[config.mk]
export PLATFORM = sky130hd
export DESIGN_NAME = decode_stage_flat
export DESIGN_NICKNAME = d
export VERILOG_FILES = /design/src/rtl/decode_stage_if.sv /design/src/rtl/decode_stage.sv /design/src/flat_wrapper.sv
export SDC_FILE = /design/constraint.sdc
export NUM_CORES = 2
export LEC_CHECK = 0
export BUFFER_PORTS_ARGS = -buffer_cell sky130_fd_sc_hd__buf_4
export CORE_AREA = 2 2 444 446
export DETAILED_ROUTE_END_ITERATION = 12
export DIE_AREA = 0 0 446 448
export GPL_TIMING_DRIVEN = 0
export HOLD_SLACK_MARGIN = 0.08
export MAX_ROUTING_LAYER = met4
export PLACE_DENSITY = 0.43
export SYNTH_ARGS = -nofsm -noshare
export SYNTH_HDL_FRONTEND = slang
export SYNTH_SLANG_ARGS = --single-unit
[constraint.sdc]
create_clock -name clk -period 7.5 [get_ports clk]
set_input_delay 1.125 -clock clk [delete_from_list [all_inputs] [get_ports clk]]
set_output_delay 1.125 -clock clk [all_outputs]
set_load 0.01 [all_outputs]
[src/rtl/decode_stage_if.sv]
// Decode-stage bus: instruction handshake, register writeback and decoded ALU bundle.
interface decode_stage_if;
  logic        in_valid;
  logic        in_ready;
  logic [31:0] instr;
  logic        wb_en;
  logic [4:0]  wb_addr;
  logic [31:0] wb_data;
  logic        out_valid;
  logic        out_ready;
  logic        alu_imm;
  logic [2:0]  funct3;
  logic [6:0]  funct7;
  logic [31:0] op_a;
  logic [31:0] op_b;
  logic [4:0]  rd_addr;
  logic        illegal;

  modport master (
    output in_valid, instr, wb_en, wb_addr, wb_data, out_ready,
    input  in_ready, out_valid, alu_imm, funct3, funct7, op_a, op_b, rd_addr, illegal
  );

  modport slave (
    input  in_valid, instr, wb_en, wb_addr, wb_data, out_ready,
    output in_ready, out_valid, alu_imm, funct3, funct7, op_a, op_b, rd_addr, illegal
  );
endinterface

[src/rtl/decode_stage.sv]
// RV32I OP/OP-IMM decode stage: 32x32 register file with writeback forwarding
// and a single registered output bundle behind a valid/ready handshake.
module decode_stage (
  input  logic         clk,
  input  logic         rst,
  decode_stage_if.slave bus
);

  localparam logic [6:0] OPC_OP     = 7'b0110011;
  localparam logic [6:0] OPC_OP_IMM = 7'b0010011;

  typedef struct packed {
    logic        alu_imm;
    logic [2:0]  funct3;
    logic [6:0]  funct7;
    logic [31:0] op_a;
    logic [31:0] op_b;
    logic [4:0]  rd_addr;
    logic        illegal;
  } bundle_t;

  logic [31:0] regs_q [32];
  bundle_t     bundle_q, bundle_d;
  logic        out_valid_q, out_valid_d;
  logic        accept;

  logic [6:0]  opcode;
  logic [2:0]  f3;
  logic [6:0]  f7;
  logic [4:0]  rs1, rs2;
  logic [31:0] rs1_val, rs2_val;
  logic        legal;

  assign opcode = bus.instr[6:0];
  assign f3     = bus.instr[14:12];
  assign f7     = bus.instr[31:25];
  assign rs1    = bus.instr[19:15];
  assign rs2    = bus.instr[24:20];

  // in_ready looks at the current out_valid, so it stays meaningful during rst.
  assign bus.in_ready = !out_valid_q || bus.out_ready;
  assign accept       = bus.in_valid && bus.in_ready;

  // Operand read with same-cycle writeback bypass; x0 is hard-wired to zero.
  always_comb begin
    // NOTE: every always_comb output gets a default first so no path can infer a latch.
    rs1_val = '0;
    rs2_val = '0;
    if (rs1 != 5'd0) begin
      rs1_val = (bus.wb_en && bus.wb_addr == rs1) ? bus.wb_data : regs_q[rs1];
    end
    if (rs2 != 5'd0) begin
      rs2_val = (bus.wb_en && bus.wb_addr == rs2) ? bus.wb_data : regs_q[rs2];
    end
  end

  always_comb begin
    legal = 1'b0;
    unique case (opcode)
      OPC_OP:     legal = (f7 == 7'h00) ||
                          (f7 == 7'h20 && (f3 == 3'd0 || f3 == 3'd5));
      OPC_OP_IMM: legal = !((f3 == 3'd1 && f7 != 7'h00) ||
                            (f3 == 3'd5 && f7 != 7'h00 && f7 != 7'h20));
      default:    legal = 1'b0;
    endcase
  end

  // Illegal encodings emit an all-zero bundle with only the illegal flag set.
  always_comb begin
    bundle_d = '0;
    if (!legal) begin
      bundle_d.illegal = 1'b1;
    end else begin
      bundle_d.alu_imm = (opcode == OPC_OP_IMM);
      bundle_d.funct3  = f3;
      bundle_d.funct7  = (opcode == OPC_OP_IMM) ? 7'h00 : f7;
      bundle_d.op_a    = rs1_val;
      bundle_d.op_b    = (opcode == OPC_OP_IMM) ?
                         {{20{bus.instr[31]}}, bus.instr[31:20]} : rs2_val;
      bundle_d.rd_addr = bus.instr[11:7];
    end
  end

  always_comb begin
    out_valid_d = out_valid_q;
    if (accept) begin
      out_valid_d = 1'b1;
    end else if (bus.out_ready) begin
      out_valid_d = 1'b0;
    end
  end

  always_ff @(posedge clk) begin
    // NOTE: sequential state uses non-blocking assignments so every flop samples pre-edge values.
    if (rst) begin
      out_valid_q <= 1'b0;
      bundle_q    <= '0;
    end else begin
      out_valid_q <= out_valid_d;
      if (accept) begin
        bundle_q <= bundle_d;
      end
    end
  end

  always_ff @(posedge clk) begin
    // NOTE: the register file is explicitly cleared on reset because software relies on
    // zeroed registers afterwards; this rules out mapping it onto a resetless RAM.
    if (rst) begin
      for (int i = 0; i < 32; i++) begin
        regs_q[i] <= '0;
      end
    end else if (bus.wb_en && bus.wb_addr != 5'd0) begin
      regs_q[bus.wb_addr] <= bus.wb_data;
    end
  end

  assign bus.out_valid = out_valid_q;
  assign bus.alu_imm   = bundle_q.alu_imm;
  assign bus.funct3    = bundle_q.funct3;
  assign bus.funct7    = bundle_q.funct7;
  assign bus.op_a      = bundle_q.op_a;
  assign bus.op_b      = bundle_q.op_b;
  assign bus.rd_addr   = bundle_q.rd_addr;
  assign bus.illegal   = bundle_q.illegal;

endmodule

[src/flat_wrapper.sv]
// flat-port wrapper written by rule: the top's interface ports become plain ports
module decode_stage_flat 
  (clk, rst, bus_in_valid, bus_instr, bus_wb_en, bus_wb_addr, bus_wb_data, bus_out_ready, bus_in_ready, bus_out_valid, bus_alu_imm, bus_funct3, bus_funct7, bus_op_a, bus_op_b, bus_rd_addr, bus_illegal);
  decode_stage_if bus_i ();
  input  logic clk;
  input  logic rst;
  input wire logic [$bits(bus_i.in_valid)-1:0] bus_in_valid;
  input wire logic [$bits(bus_i.instr)-1:0] bus_instr;
  input wire logic [$bits(bus_i.wb_en)-1:0] bus_wb_en;
  input wire logic [$bits(bus_i.wb_addr)-1:0] bus_wb_addr;
  input wire logic [$bits(bus_i.wb_data)-1:0] bus_wb_data;
  input wire logic [$bits(bus_i.out_ready)-1:0] bus_out_ready;
  output wire logic [$bits(bus_i.in_ready)-1:0] bus_in_ready;
  output wire logic [$bits(bus_i.out_valid)-1:0] bus_out_valid;
  output wire logic [$bits(bus_i.alu_imm)-1:0] bus_alu_imm;
  output wire logic [$bits(bus_i.funct3)-1:0] bus_funct3;
  output wire logic [$bits(bus_i.funct7)-1:0] bus_funct7;
  output wire logic [$bits(bus_i.op_a)-1:0] bus_op_a;
  output wire logic [$bits(bus_i.op_b)-1:0] bus_op_b;
  output wire logic [$bits(bus_i.rd_addr)-1:0] bus_rd_addr;
  output wire logic [$bits(bus_i.illegal)-1:0] bus_illegal;
  assign bus_i.in_valid = bus_in_valid;
  assign bus_i.instr = bus_instr;
  assign bus_i.wb_en = bus_wb_en;
  assign bus_i.wb_addr = bus_wb_addr;
  assign bus_i.wb_data = bus_wb_data;
  assign bus_i.out_ready = bus_out_ready;
  assign bus_in_ready = bus_i.in_ready;
  assign bus_out_valid = bus_i.out_valid;
  assign bus_alu_imm = bus_i.alu_imm;
  assign bus_funct3 = bus_i.funct3;
  assign bus_funct7 = bus_i.funct7;
  assign bus_op_a = bus_i.op_a;
  assign bus_op_b = bus_i.op_b;
  assign bus_rd_addr = bus_i.rd_addr;
  assign bus_illegal = bus_i.illegal;
  decode_stage u_core (.clk(clk), .rst(rst), .bus(bus_i));
endmodule
==> metrics.md <==
| Metric | Value |
|---|---|
| Area occupied by registers | 32400 µm² |
| # hold bufs at CTS | 0 |
| Syn Inst Count | 4163 |
| Final Power | 16100 µW |
| Total CTS buffers | 138 |
| Critical Path Fanout Max | 10 |
| ANT nets after route | 0 |
| Failing checks | max-capacitance violations, max-slew violations |
| Post-synthesis simple-gate area fraction | 13.7% |
| Syn. warnings | 0 |
| Post-DP Area | 62700 µm² |
| GR Overflow Total | 0 |
| Crit path from | bus_instr[17] |
| Core Area | 195000 µm² |
| Fin. max-slew vios | 50 |
| RSZ-0062 raised after global routing | no |
| Total number of vias | 41300 |
| Most frequent cells in the layout | edfxtp_1, and2_1, mux2i_1, mux4_2, clkbuf_1 |
| Flip-flop and latch count after synthesis | 1106 |
| Min-delay worst type | register to register |
| Asr flop ratio synth | 0% |
| Nets | 4559 |
| Gpl congestion | 1.03 |
| Dpl hpwl | 214 mm |
| Row cnt | 162 |
| Fin. Hold Viols | 0 |
| Most common cell after layout, fill and taps aside | edfxtp_1 |
| Layout cells sized above 1 | 20.2% |
| DR DRC count | 0 |
| Compound-Gate Fraction of Synth Area | 5.91% |
| Unique masters post-synth | 61 |
| Synth Flop Type | edfxtp_1 |
| Critical Path RT | 8140 ps |
| DR iter-0 viols | 5840 |
| First-pass GRT wire length | 382 mm |
| Layout fillers | 19100 |
| Sequential share of the synthesized area | 55.6% |
| Worst setup SP type | input port |
| # resized after CTS | 0 |
| Largest net degree at the start of global routing | 33 |
| Multi-input logic area | 24000 µm² |
| Clock skew | 26.4 ps |
| Xor and xnor fraction of the mapped netlist area | 0.150% |
| Initial Util | 29.9% |
| Fin area | 67200 µm² |
| Tcrit/Tclk final | 73.9% |
| DRT Wirelength | 295 mm |
| Setup TNS Final | 0 ps |
| Status | complete, but fails checks |
| Reg clk slew, reported paths | 60 ps |
| Maximum buffer depth of the clock tree | 3 |
| Initial antenna violation count | 23 |
| Post-CTS Setup Bufs | 0 |
| Worst r2r src | u_core.bus.out_valid |
| CTS Root Cell | clkbuf_16 |
| Largest family of logic cells by synthesized area | multiplexers |
| Avg Vias per Cell | 5.77 |
| Origin of the worst min-delay path | u_core.bus.funct7[3] |
| Synthesized area | 58200 µm² |
| Worst-Margin Slew | 1660 ps |
| Leakage | 0.0239 µW |
| Die Y | 448 µm |
| Maximum vdd drop | 0.249 mV |
| Mux contribution to synthesized area | 21.3% |
| Fmax | 180 MHz |
| H-tree Lvls | 4 |
| Synth Area per Inst | 14.0 µm² |
| Post-synth EDFFs | 1024 |
| Number of buffers added on ports | 147 |
| Skew-Pair Late Insertion Delay | 810 ps |
| CTS tree | yes |
| CP Data Arrival Time | 6180 ps |
| Die area | 200000 µm² |
| Vias in the first global route | 39200 |
| PwrDens | 240 nW/µm² |
| Final min period | 5540 ps |
| Max_slew headroom | -10.9% |
| CP endpoint kind | register |
| Maxcap violations | 6 |
| Pre-antenna DRT Iters | 6 |
| Type of the worst setup path | input port to register |
| Adder-cell share of the synthesized area | 0% |
| GRT Total Usage | 30.0% |
| Final setup vio count | 0 |
| Clock Sinks | 1106 |
| Area Overhead vs Synth | 15.4% |
| IO Count | 157 |
| Wirelength per Cell | 41.2 µm |
| Die width | 446 µm |
-- path summary, 6_finish.rpt --
kind | endpoint | slack [ps] | depth (start not counted)
max | u_core.bus.op_a[24] | 1960 | 9
min | u_core.bus.funct7[3] | 460 | 1
max reg2reg | u_core.bus.op_a[21] | 3940 | 6
min reg2reg | u_core.bus.funct7[3] | 460 | 1
-- final cells by class --
type	count	area share, %
Multi-Input combinational cell	2655	35.8
Antenna cell	17	0.0633
Inverter	4	0.0223
Buffer	429	2.91
Sequential cell	1106	48.2
Tap cell	2542	4.73
Clock buffer	183	5.74
Clock inverter	67	0.853
Timing Repair Buffer	151	1.72
-- per-stage QoR --
| step | util, % | std cells | hold slack [ps] | setup slack, ps |
|---|---|---|---|---|
| floorplan | - | 4194 | 476 | 4350 |
| global placement | 32.2 | 6883 | 442 | 799 |
| detailed placement | 32.2 | 6887 | 447 | 1600 |
| CTS | 34.5 | 7137 | 459 | 2470 |
| global route | 34.5 | 7140 | 475 | 2250 |
| finish | 34.5 | 7154 | 456 | 1960 |
-- registers in the layout, summed over array words and instances, names as in the netlist --
name,count
u_core.bus.alu_imm,1
u_core.bus.funct3,3
u_core.bus.funct7,7
u_core.bus.illegal,1
u_core.bus.op_a,32
u_core.bus.op_b,32
u_core.bus.out_valid,1
u_core.bus.rd_addr,5
u_core.regs_q,1024
-- critical path, cell delays in order --
cell and delay (ps):
buf_2 370, or3_1 170, buf_2 520, clkbuf_1 1090
clkbuf_2 890, o221ai_1 370, a221oi_1 1280, a21o_1 210
o21ai_0 80
-- routing by layer --
metal,GRT usage (%),part of all wire [%],vias up,wire (µm)
li1,-,-,16500,-
met1,38.3,40,21900,119000
met2,43.6,44,2344,128000
met3,8.62,10,539,30500
met4,14.3,5.7,0,16900
met5,-,0,-,0
-- Yosys cell counts, types with 3 or more instances --
cell	number	area share [%]
nand3_1	31	0.27
mux4_2	365	14
edfxtp_1	1024	53
a211o_1	10	0.15
nor3_1	3	0.026
o31ai_2	4	0.086
o22ai_1	59	0.63
nor4_1	4	0.043
o221a_2	5	0.097
xor2_1	8	0.12
or2_2	34	0.37
nor3b_1	6	0.077
mux2_2	21	0.41
a22o_1	25	0.38
dfxtp_1	82	2.8
buf_2	71	0.61
o31ai_1	23	0.30
nor2_1	98	0.63
o221ai_1	13	0.20
mux2i_1	392	6.7
and2_1	1009	11
o21ai_0	40	0.34
o211ai_1	4	0.052
nand3b_1	5	0.064
a22oi_1	88	1.1
clkbuf_1	291	1.9
buf_4	44	0.57
buf_6	8	0.15
a221oi_1	35	0.53
nor2b_1	14	0.15
and3_1	3	0.032
inv_1	3	0.019
nand2b_1	9	0.097
nand2_1	127	0.82
a211oi_1	21	0.27
a32oi_1	31	0.47
a21oi_1	56	0.48
buf_1	15	0.097
a21o_1	17	0.22
nand4_1	12	0.13
o31a_1	12	0.18
a221o_1	17	0.29
-- kinds of logic after synthesis --
logic type | after synthesis
XOR/XNOR | 10
AND/OR/NAND/NOR | 1367
multiplexers | 778
buffers and inverters | 433
flip-flops | 1106
other | 1
AO/OA/AOI/OAI | 468
-- power breakdown --
part / switching [µW] / internal (µW) / total [µW]
sequential: 166 / 7060 / 7220
clock: 2870 / 3920 / 6790
combinational: 1450 / 669 / 2110
total: 4480 / 11600 / 16100
(Power assumes the default switching activity.)
